`config.mk`:
```
export PLATFORM = sky130hd
export DESIGN_NAME = dmem_responder_flat
export DESIGN_NICKNAME = d
export VERILOG_FILES = /design/src/rtl/dmem_responder_pkg.sv /design/src/rtl/dmem_responder_if.sv /design/src/rtl/dmem_responder_align.sv /design/src/rtl/dmem_responder.sv /design/src/flat_wrapper.sv
export SDC_FILE = /design/constraint.sdc
export NUM_CORES = 1
export LEC_CHECK = 0
export ABC_AREA = 1
export BUFFER_PORTS_ARGS = -buffer_cell sky130_fd_sc_hd__buf_2
export CORE_MARGIN = 3
export CORE_UTILIZATION = 35
export DETAILED_ROUTE_END_ITERATION = 10
export PLACE_DENSITY = 0.59
export SLEW_MARGIN = 20
export SYNTH_ARGS = -nofsm -noshare
export SYNTH_HDL_FRONTEND = slang
export SYNTH_SLANG_ARGS = --single-unit
```
`constraint.sdc`:
```
create_clock -name clk -period 1.6 [get_ports clk]
set_input_delay 0.24 -clock clk [delete_from_list [all_inputs] [get_ports clk]]
set_output_delay 0.24 -clock clk [all_outputs]
set_load 0.005 [all_outputs]
```
`src/rtl/dmem_responder_pkg.sv`:
```
// Shared pipeline definitions used by the MEM-stage data-memory responder.
package dmem_responder_pkg;

    typedef enum logic [1:0] {
        ST_IDLE  = 2'd0,
        ST_ISSUE = 2'd1,
        ST_DONE  = 2'd2
    } dmem_state_t;

    localparam logic [2:0] F3_B  = 3'b000;
    localparam logic [2:0] F3_H  = 3'b001;
    localparam logic [2:0] F3_W  = 3'b010;
    localparam logic [2:0] F3_BU = 3'b100;
    localparam logic [2:0] F3_HU = 3'b101;

endpackage

```
`src/rtl/dmem_responder_if.sv`:
```
// Request/response and SRAM port bundle between the MEM stage, the responder and the data SRAM.
interface dmem_responder_if #(
    parameter int ADDR_W = 9
);
    logic              req_valid;
    logic              req_read;
    logic              req_write;
    logic [31:0]       req_addr;
    logic [31:0]       req_wdata;
    logic [2:0]        req_func3;

    logic              stall;
    logic              rsp_valid;
    logic [31:0]       rsp_rdata;
    logic              rsp_err;

    logic              mem_en;
    logic [3:0]        mem_we;
    logic [ADDR_W-1:0] mem_addr;
    logic [31:0]       mem_wdata;
    logic [31:0]       mem_rdata;
    logic              mem_ready;

    modport master (
        output req_valid, req_read, req_write, req_addr, req_wdata, req_func3,
        output mem_rdata, mem_ready,
        input  stall, rsp_valid, rsp_rdata, rsp_err,
        input  mem_en, mem_we, mem_addr, mem_wdata
    );

    modport slave (
        input  req_valid, req_read, req_write, req_addr, req_wdata, req_func3,
        input  mem_rdata, mem_ready,
        output stall, rsp_valid, rsp_rdata, rsp_err,
        output mem_en, mem_we, mem_addr, mem_wdata
    );
endinterface

```
`src/rtl/dmem_responder_align.sv`:
```
// Byte-lane steering for stores, load extraction/extension, and access legality.
module load_store_align
    import dmem_responder_pkg::*;
(
    input  logic [2:0]  i_req_func3,
    input  logic [1:0]  i_req_off,
    input  logic        i_req_write,
    input  logic [31:0] i_req_wdata,
    output logic        o_legal,
    output logic [3:0]  o_mem_we,
    output logic [31:0] o_mem_wdata,
    input  logic [2:0]  i_ld_func3,
    input  logic [1:0]  i_ld_off,
    input  logic [31:0] i_mem_rdata,
    output logic [31:0] o_ld_data
);
    logic [7:0]  w_byte;
    logic [15:0] w_half;

    // Unsigned widths cannot be stored; halves need even and words need zero offsets.
    always_comb begin
        o_legal = 1'b0;
        case (i_req_func3)
            F3_B:    o_legal = 1'b1;
            F3_H:    o_legal = !i_req_off[0];
            F3_W:    o_legal = (i_req_off == 2'b00);
            F3_BU:   o_legal = !i_req_write;
            F3_HU:   o_legal = !i_req_write && !i_req_off[0];
            default: o_legal = 1'b0;
        endcase
    end

    always_comb begin
        o_mem_we    = 4'b0000;
        o_mem_wdata = 32'h0;
        if (i_req_write) begin
            case (i_req_func3)
                F3_B: begin
                    o_mem_wdata = {4{i_req_wdata[7:0]}};
                    o_mem_we    = 4'b0001 << i_req_off;
                end
                F3_H: begin
                    o_mem_wdata = {2{i_req_wdata[15:0]}};
                    o_mem_we    = i_req_off[1] ? 4'b1100 : 4'b0011;
                end
                F3_W: begin
                    o_mem_wdata = i_req_wdata;
                    o_mem_we    = 4'b1111;
                end
                default: begin
                    o_mem_wdata = 32'h0;
                    o_mem_we    = 4'b0000;
                end
            endcase
        end
    end

    always_comb begin
        w_byte = 8'h0;
        case (i_ld_off)
            2'd0: w_byte = i_mem_rdata[7:0];
            2'd1: w_byte = i_mem_rdata[15:8];
            2'd2: w_byte = i_mem_rdata[23:16];
            2'd3: w_byte = i_mem_rdata[31:24];
            default: w_byte = 8'h0;
        endcase
        w_half = i_ld_off[1] ? i_mem_rdata[31:16] : i_mem_rdata[15:0];
        o_ld_data = 32'h0;
        case (i_ld_func3)
            F3_B:    o_ld_data = {{24{w_byte[7]}}, w_byte};
            F3_H:    o_ld_data = {{16{w_half[15]}}, w_half};
            F3_W:    o_ld_data = i_mem_rdata;
            F3_BU:   o_ld_data = {24'h0, w_byte};
            F3_HU:   o_ld_data = {16'h0, w_half};
            default: o_ld_data = 32'h0;
        endcase
    end
endmodule

```
`src/rtl/dmem_responder.sv`:
```
// MEM-stage responder: accepts one load/store, runs the SRAM wait-state handshake, stalls the pipe meanwhile.
module dmem_responder
    import dmem_responder_pkg::*;
#(
    parameter int ADDR_W  = 9,
    parameter int TIMEOUT = 15
) (
    input  logic              clk,
    input  logic              reset_n,
    dmem_responder_if.slave   bus
);
    localparam int CNT_W = $clog2(TIMEOUT + 1);

    dmem_state_t       r_state;
    logic [CNT_W-1:0]  r_cnt;
    logic [ADDR_W-1:0] r_addr;
    logic [3:0]        r_we;
    logic [31:0]       r_wdata;
    logic [2:0]        r_func3;
    logic [1:0]        r_off;
    logic              r_write;
    logic [31:0]       r_rdata;
    logic              r_err;

    logic        w_accept;
    logic        w_issue;
    logic        w_legal;
    logic [3:0]  w_we;
    logic [31:0] w_wdata;
    logic [31:0] w_ld_data;
    logic        w_unused_addr;

    // Gating with reset_n keeps stall low while the pipeline itself is held in reset.
    assign w_accept = reset_n && (r_state == ST_IDLE) && bus.req_valid
                      && (bus.req_read || bus.req_write);
    assign w_issue  = (r_state == ST_ISSUE);
    assign w_unused_addr = ^bus.req_addr[31:ADDR_W+2];

    assign bus.stall     = w_accept || w_issue;
    assign bus.rsp_valid = (r_state == ST_DONE);
    assign bus.rsp_rdata = r_rdata;
    assign bus.rsp_err   = r_err;
    assign bus.mem_en    = w_issue;
    assign bus.mem_we    = w_issue ? r_we    : 4'b0000;
    assign bus.mem_addr  = w_issue ? r_addr  : '0;
    assign bus.mem_wdata = w_issue ? r_wdata : 32'h0;

    load_store_align u_align (
        .i_req_func3 (bus.req_func3),
        .i_req_off   (bus.req_addr[1:0]),
        .i_req_write (bus.req_write),
        .i_req_wdata (bus.req_wdata),
        .o_legal     (w_legal),
        .o_mem_we    (w_we),
        .o_mem_wdata (w_wdata),
        .i_ld_func3  (r_func3),
        .i_ld_off    (r_off),
        .i_mem_rdata (bus.mem_rdata),
        .o_ld_data   (w_ld_data)
    );

    always_ff @(posedge clk or negedge reset_n) begin
        if (!reset_n) begin
            r_state <= ST_IDLE;
            r_cnt   <= '0;
            r_addr  <= '0;
            r_we    <= 4'b0000;
            r_wdata <= 32'h0;
            r_func3 <= 3'b000;
            r_off   <= 2'b00;
            r_write <= 1'b0;
            r_rdata <= 32'h0;
            r_err   <= 1'b0;
        end else begin
            case (r_state)
                ST_IDLE: begin
                    if (w_accept) begin
                        r_rdata <= 32'h0;
                        r_cnt   <= '0;
                        if ((bus.req_read && bus.req_write) || !w_legal) begin
                            r_err   <= 1'b1;
                            r_state <= ST_DONE;
                        end else begin
                            r_err   <= 1'b0;
                            r_addr  <= bus.req_addr[ADDR_W+1:2];
                            r_we    <= w_we;
                            r_wdata <= w_wdata;
                            r_func3 <= bus.req_func3;
                            r_off   <= bus.req_addr[1:0];
                            r_write <= bus.req_write;
                            r_state <= ST_ISSUE;
                        end
                    end
                end
                // A ready on the final allowed cycle still wins over the timeout.
                ST_ISSUE: begin
                    if (bus.mem_ready) begin
                        r_rdata <= r_write ? 32'h0 : w_ld_data;
                        r_state <= ST_DONE;
                    end else if (r_cnt == CNT_W'(TIMEOUT - 1)) begin
                        r_err   <= 1'b1;
                        r_state <= ST_DONE;
                    end else begin
                        r_cnt <= r_cnt + 1'b1;
                    end
                end
                ST_DONE: begin
                    r_rdata <= 32'h0;
                    r_err   <= 1'b0;
                    r_state <= ST_IDLE;
                end
                default: r_state <= ST_IDLE;
            endcase
        end
    end
endmodule

```
`src/flat_wrapper.sv`:
```
// flat-port wrapper written by rule: the top's interface ports become plain ports
module dmem_responder_flat import dmem_responder_pkg::*;
#(
    parameter int ADDR_W  = 9,
    parameter int TIMEOUT = 15
)
  (clk, reset_n, bus_req_valid, bus_req_read, bus_req_write, bus_req_addr, bus_req_wdata, bus_req_func3, bus_mem_rdata, bus_mem_ready, bus_stall, bus_rsp_valid, bus_rsp_rdata, bus_rsp_err, bus_mem_en, bus_mem_we, bus_mem_addr, bus_mem_wdata);
  dmem_responder_if #(.ADDR_W(ADDR_W)) bus_i ();
  input  logic clk;
  input  logic reset_n;
  input wire logic [$bits(bus_i.req_valid)-1:0] bus_req_valid;
  input wire logic [$bits(bus_i.req_read)-1:0] bus_req_read;
  input wire logic [$bits(bus_i.req_write)-1:0] bus_req_write;
  input wire logic [$bits(bus_i.req_addr)-1:0] bus_req_addr;
  input wire logic [$bits(bus_i.req_wdata)-1:0] bus_req_wdata;
  input wire logic [$bits(bus_i.req_func3)-1:0] bus_req_func3;
  input wire logic [$bits(bus_i.mem_rdata)-1:0] bus_mem_rdata;
  input wire logic [$bits(bus_i.mem_ready)-1:0] bus_mem_ready;
  output wire logic [$bits(bus_i.stall)-1:0] bus_stall;
  output wire logic [$bits(bus_i.rsp_valid)-1:0] bus_rsp_valid;
  output wire logic [$bits(bus_i.rsp_rdata)-1:0] bus_rsp_rdata;
  output wire logic [$bits(bus_i.rsp_err)-1:0] bus_rsp_err;
  output wire logic [$bits(bus_i.mem_en)-1:0] bus_mem_en;
  output wire logic [$bits(bus_i.mem_we)-1:0] bus_mem_we;
  output wire logic [$bits(bus_i.mem_addr)-1:0] bus_mem_addr;
  output wire logic [$bits(bus_i.mem_wdata)-1:0] bus_mem_wdata;
  assign bus_i.req_valid = bus_req_valid;
  assign bus_i.req_read = bus_req_read;
  assign bus_i.req_write = bus_req_write;
  assign bus_i.req_addr = bus_req_addr;
  assign bus_i.req_wdata = bus_req_wdata;
  assign bus_i.req_func3 = bus_req_func3;
  assign bus_i.mem_rdata = bus_mem_rdata;
  assign bus_i.mem_ready = bus_mem_ready;
  assign bus_stall = bus_i.stall;
  assign bus_rsp_valid = bus_i.rsp_valid;
  assign bus_rsp_rdata = bus_i.rsp_rdata;
  assign bus_rsp_err = bus_i.rsp_err;
  assign bus_mem_en = bus_i.mem_en;
  assign bus_mem_we = bus_i.mem_we;
  assign bus_mem_addr = bus_i.mem_addr;
  assign bus_mem_wdata = bus_i.mem_wdata;
  dmem_responder #(.ADDR_W(ADDR_W), .TIMEOUT(TIMEOUT)) u_core (.clk(clk), .reset_n(reset_n), .bus(bus_i));
endmodule
```
==> out/summary.txt <==
Largest net degree at the start of global routing - 91
Antenna Cells - 0
I/O Buffers - 164
Post-synth top flop - dfrtp_1
Synth cell types - 24
Top post-synthesis cells by count - nand2_1 (445), inv_1 (102), dfrtp_1 (90)
CTS root buffer - clkbuf_16
Logic pwr share - 39.5%
Starting Density - 36.2%
Slew HR - 67.5%
Setup slack at placement - -0.0422 ns
Mapped Area - 0.00558 mm2
Clock Power Share - 27.2%
Cell with the most instances after synthesis - nand2_1
Seq/Total Area, Yosys - 40.4%
DP HPWL - 11600 um
Clock Latency Late Sink - 0.35 ns
Crit Path Class - reg2out
Post-layout instance area - 0.00766 mm2
RSZ-0062 raised after global routing - true
Residual DRC - 0
Htree depth - 3
Req. time, crit path - 1.36 ns
Inst Count DP - 1235
Sequential Power Share - 33.3%
Hold slack - 0.0822 ns
Number of synthesized flops with an enable pin - 0
Placed cell area - 0.00678 mm2
Top-area cell type share of the netlist area - 40.4%
Measured slew at the worst slew-check pin - 0.488 ns
Num rows - 45
Vias in the first global route - 5049
Final Util - 49.7%
FF+latch count, synth - 90
CTS tree - yes
Fmax - 0.576 GHz
Min-delay worst type - in2reg
Gate count of the mapped netlist - 871
Antenna violations before repair - 0
Top cell type by total area after synthesis - dfrtp_1
Sw frac - 37.3%
Max-slew violation count - 0
Failing checks - setup timing
Crit start category - flop
Pint - 5.59 mW
Hold Vio Cnt, Final - 0
CTS Buffer Depth - 2
Final wirelength - 17100 um
Status - finished, violations left
Routed len/inst - 13.5 um
Hold Startpoint - bus_req_addr[7]
GRT Total Usage - 18.6%
Worst R2R Path Depth - 11
WP data arrival - 1.50 ns
CP Capture Type - primary output
Post-Layout Cell Count - 1267
P&R area growth vs syn - 37.3%
Pleak - 4.69 nW
GRT overflow - 0
Peak supply drop - 0.705 mV
DRT Pass-1 Iters - 5
R2r startpoint - u_core.r_state[0]$_DFFE_PN0P_
Synth top area cells - dfrtp_1 (40%), nand2_1 (30%), nand3_1 (7.0%)
Die ar. - 0.0175 mm2
Nets - 1163
Max Cap Viol - 0
Clk_skew - 0.00750 ns
Syn nets - 982
Min Tclk post-route - 1.74 ns
Initial DRC count - 327
Clock Pin Slew Worst Setup and Hold Paths - 0.07 ns
Mapped Avg Cell Area - 6.41 um2
TritonCTS buffer count - 9
Ports - 186
Die X - 132 um
DIE HEIGHT - 132 um
Crit-path max FO - 23
Psw - 3.32 mW
YS warnings - 0
Final GP Congestion - 0.867
WHS Path Cells - 3
Total power - 8.91 mW
Crit path launch - u_core.r_state[1]$_DFFE_PN0P_
Via total after detailed routing - 5856
Core Box Area - 0.0154 mm2
Setup ws final - -0.136 ns
Period Utilization, post-route - 109%
ANT nets after route - 0
Vias per inst - 4.62
Layout cells sized above 1 - 28.3%
Setup violations, final - 93
PwrDens - 1160 mW/mm2
Clk sink count - 90
Setup TNS - -7.45 ns
Post-synthesis async set-or-reset flop share - 100%
First-pass GRT wire length - 26300 um
-- flip-flops by register name (all words and copies together) (netlist names) --
| name | cells |
|---|---|
| u_core.bus.rsp_err | 1 |
| u_core.bus.rsp_rdata | 32 |
| u_core.r_addr | 9 |
| u_core.r_cnt | 4 |
| u_core.r_func3 | 3 |
| u_core.r_off | 2 |
| u_core.r_state | 2 |
| u_core.r_wdata | 32 |
| u_core.r_we | 4 |
| u_core.r_write | 1 |
-- repair_timing --
| item | 4_1_cts | 5_1_grt |
|---|---|---|
| cloned | 3 | 6 |
| endpoints found under the setup margin | 91 | 136 |
| endpoints found under the hold margin | 73 | 0 |
| resized for setup | 18 | 79 |
| setup buffers | 4 | 4 |
| pin swaps | 1 | 14 |
| hold buffers | 1 | 0 |
-- power groups by stage --
stage	combinational, mW	sequential (mW)	clock [mW]
finish	3.52	2.97	2.42
global route	3.98	3.02	2.58
global placement	3.13	2.95	0
CTS	3.27	2.91	2.51
floorplan	2.19	2.86	0
detailed placement	3.14	2.94	0
-- critical path, cell delays in order (launching register included) --
cell and delay, ns:
dfrtp_1 0.39, inv_2 0.10, ha_4 0.21, buf_12 0.18, nand2_1 0.07, inv_1 0.07
buf_2 0.11
-- area by class of cell --
class                   instances  area, um2
flip-flops and latches         90       2250
well taps                     211        264
inverters                     106        400
clock inverters                 5        104
fillers                      1610       7760
repair buffers                216       1480
clock buffers                  10        229
multi-input cells             629       2930
-- layer usage --
metal,vias up,wire [um],GRT usage [%]
li1,3022,-,-
met1,2661,8190,26.8
met2,166,7840,28.4
met3,7,925,4.50
met4,0,133,4.27
met5,-,0,0
-- cell usage in the layout (no fill, tap or decap) --
cell type and n:
dfrtp_1 90, nand4_1 2, nor2_2 4, o21ai_0 28, clkinv_4 1, clkbuf_16 12
bufinv_16 3, a31o_2 1, inv_1 99, buf_6 8, nor3_4 1, clkinv_2 1
nand3_4 3, inv_4 1, dlygate4sd3_1 1, clkbuf_1 1, o21bai_4 1, buf_12 8
buf_4 27, nor2_1 11, nand3_1 77, nor2_4 3, or2_2 1, nand3_2 2
nand2_2 27, nand2_1 409, ha_1 4, o21ai_1 24, buf_2 163, nand2_4 9
ha_4 2, buf_16 3, o21ai_2 8, a21oi_1 10, inv_2 6, buf_8 3
xor2_1 1, o21ai_4 1
-- worst paths after layout --
kind,endpoint,slack (ns)
setup / recovery,bus_mem_wdata[29],-0.14
hold / removal,u_core.r_addr[5]$_DFFE_PN0P_,0.08
setup reg to reg,u_core.bus.rsp_rdata[16]$_DFFE_PN0P_,-0.12
hold reg to reg,u_core.bus.rsp_rdata[16]$_DFFE_PN0P_,0.47
max in group asynchronous,u_core.bus.rsp_rdata[11]$_DFFE_PN0P_,0.67
min in group asynchronous,u_core.r_wdata[19]$_DFFE_PN0P_,0.56
-- logic make-up (layout without fill, tap and decap cells) --
group                    after synthesis  after routing  share of synthesized area (%)
adder cells (fa/ha/maj)                6              6                           1.35
XOR/XNOR                               1              1                          0.157
buffers and inverters                152            337                           11.7
flip-flops                            90             90                           40.4
AO/OA/AOI/OAI                         73             73                           6.73
AND/OR/NAND/NOR                      549            549                           39.8
(Power assumes the default switching activity.)
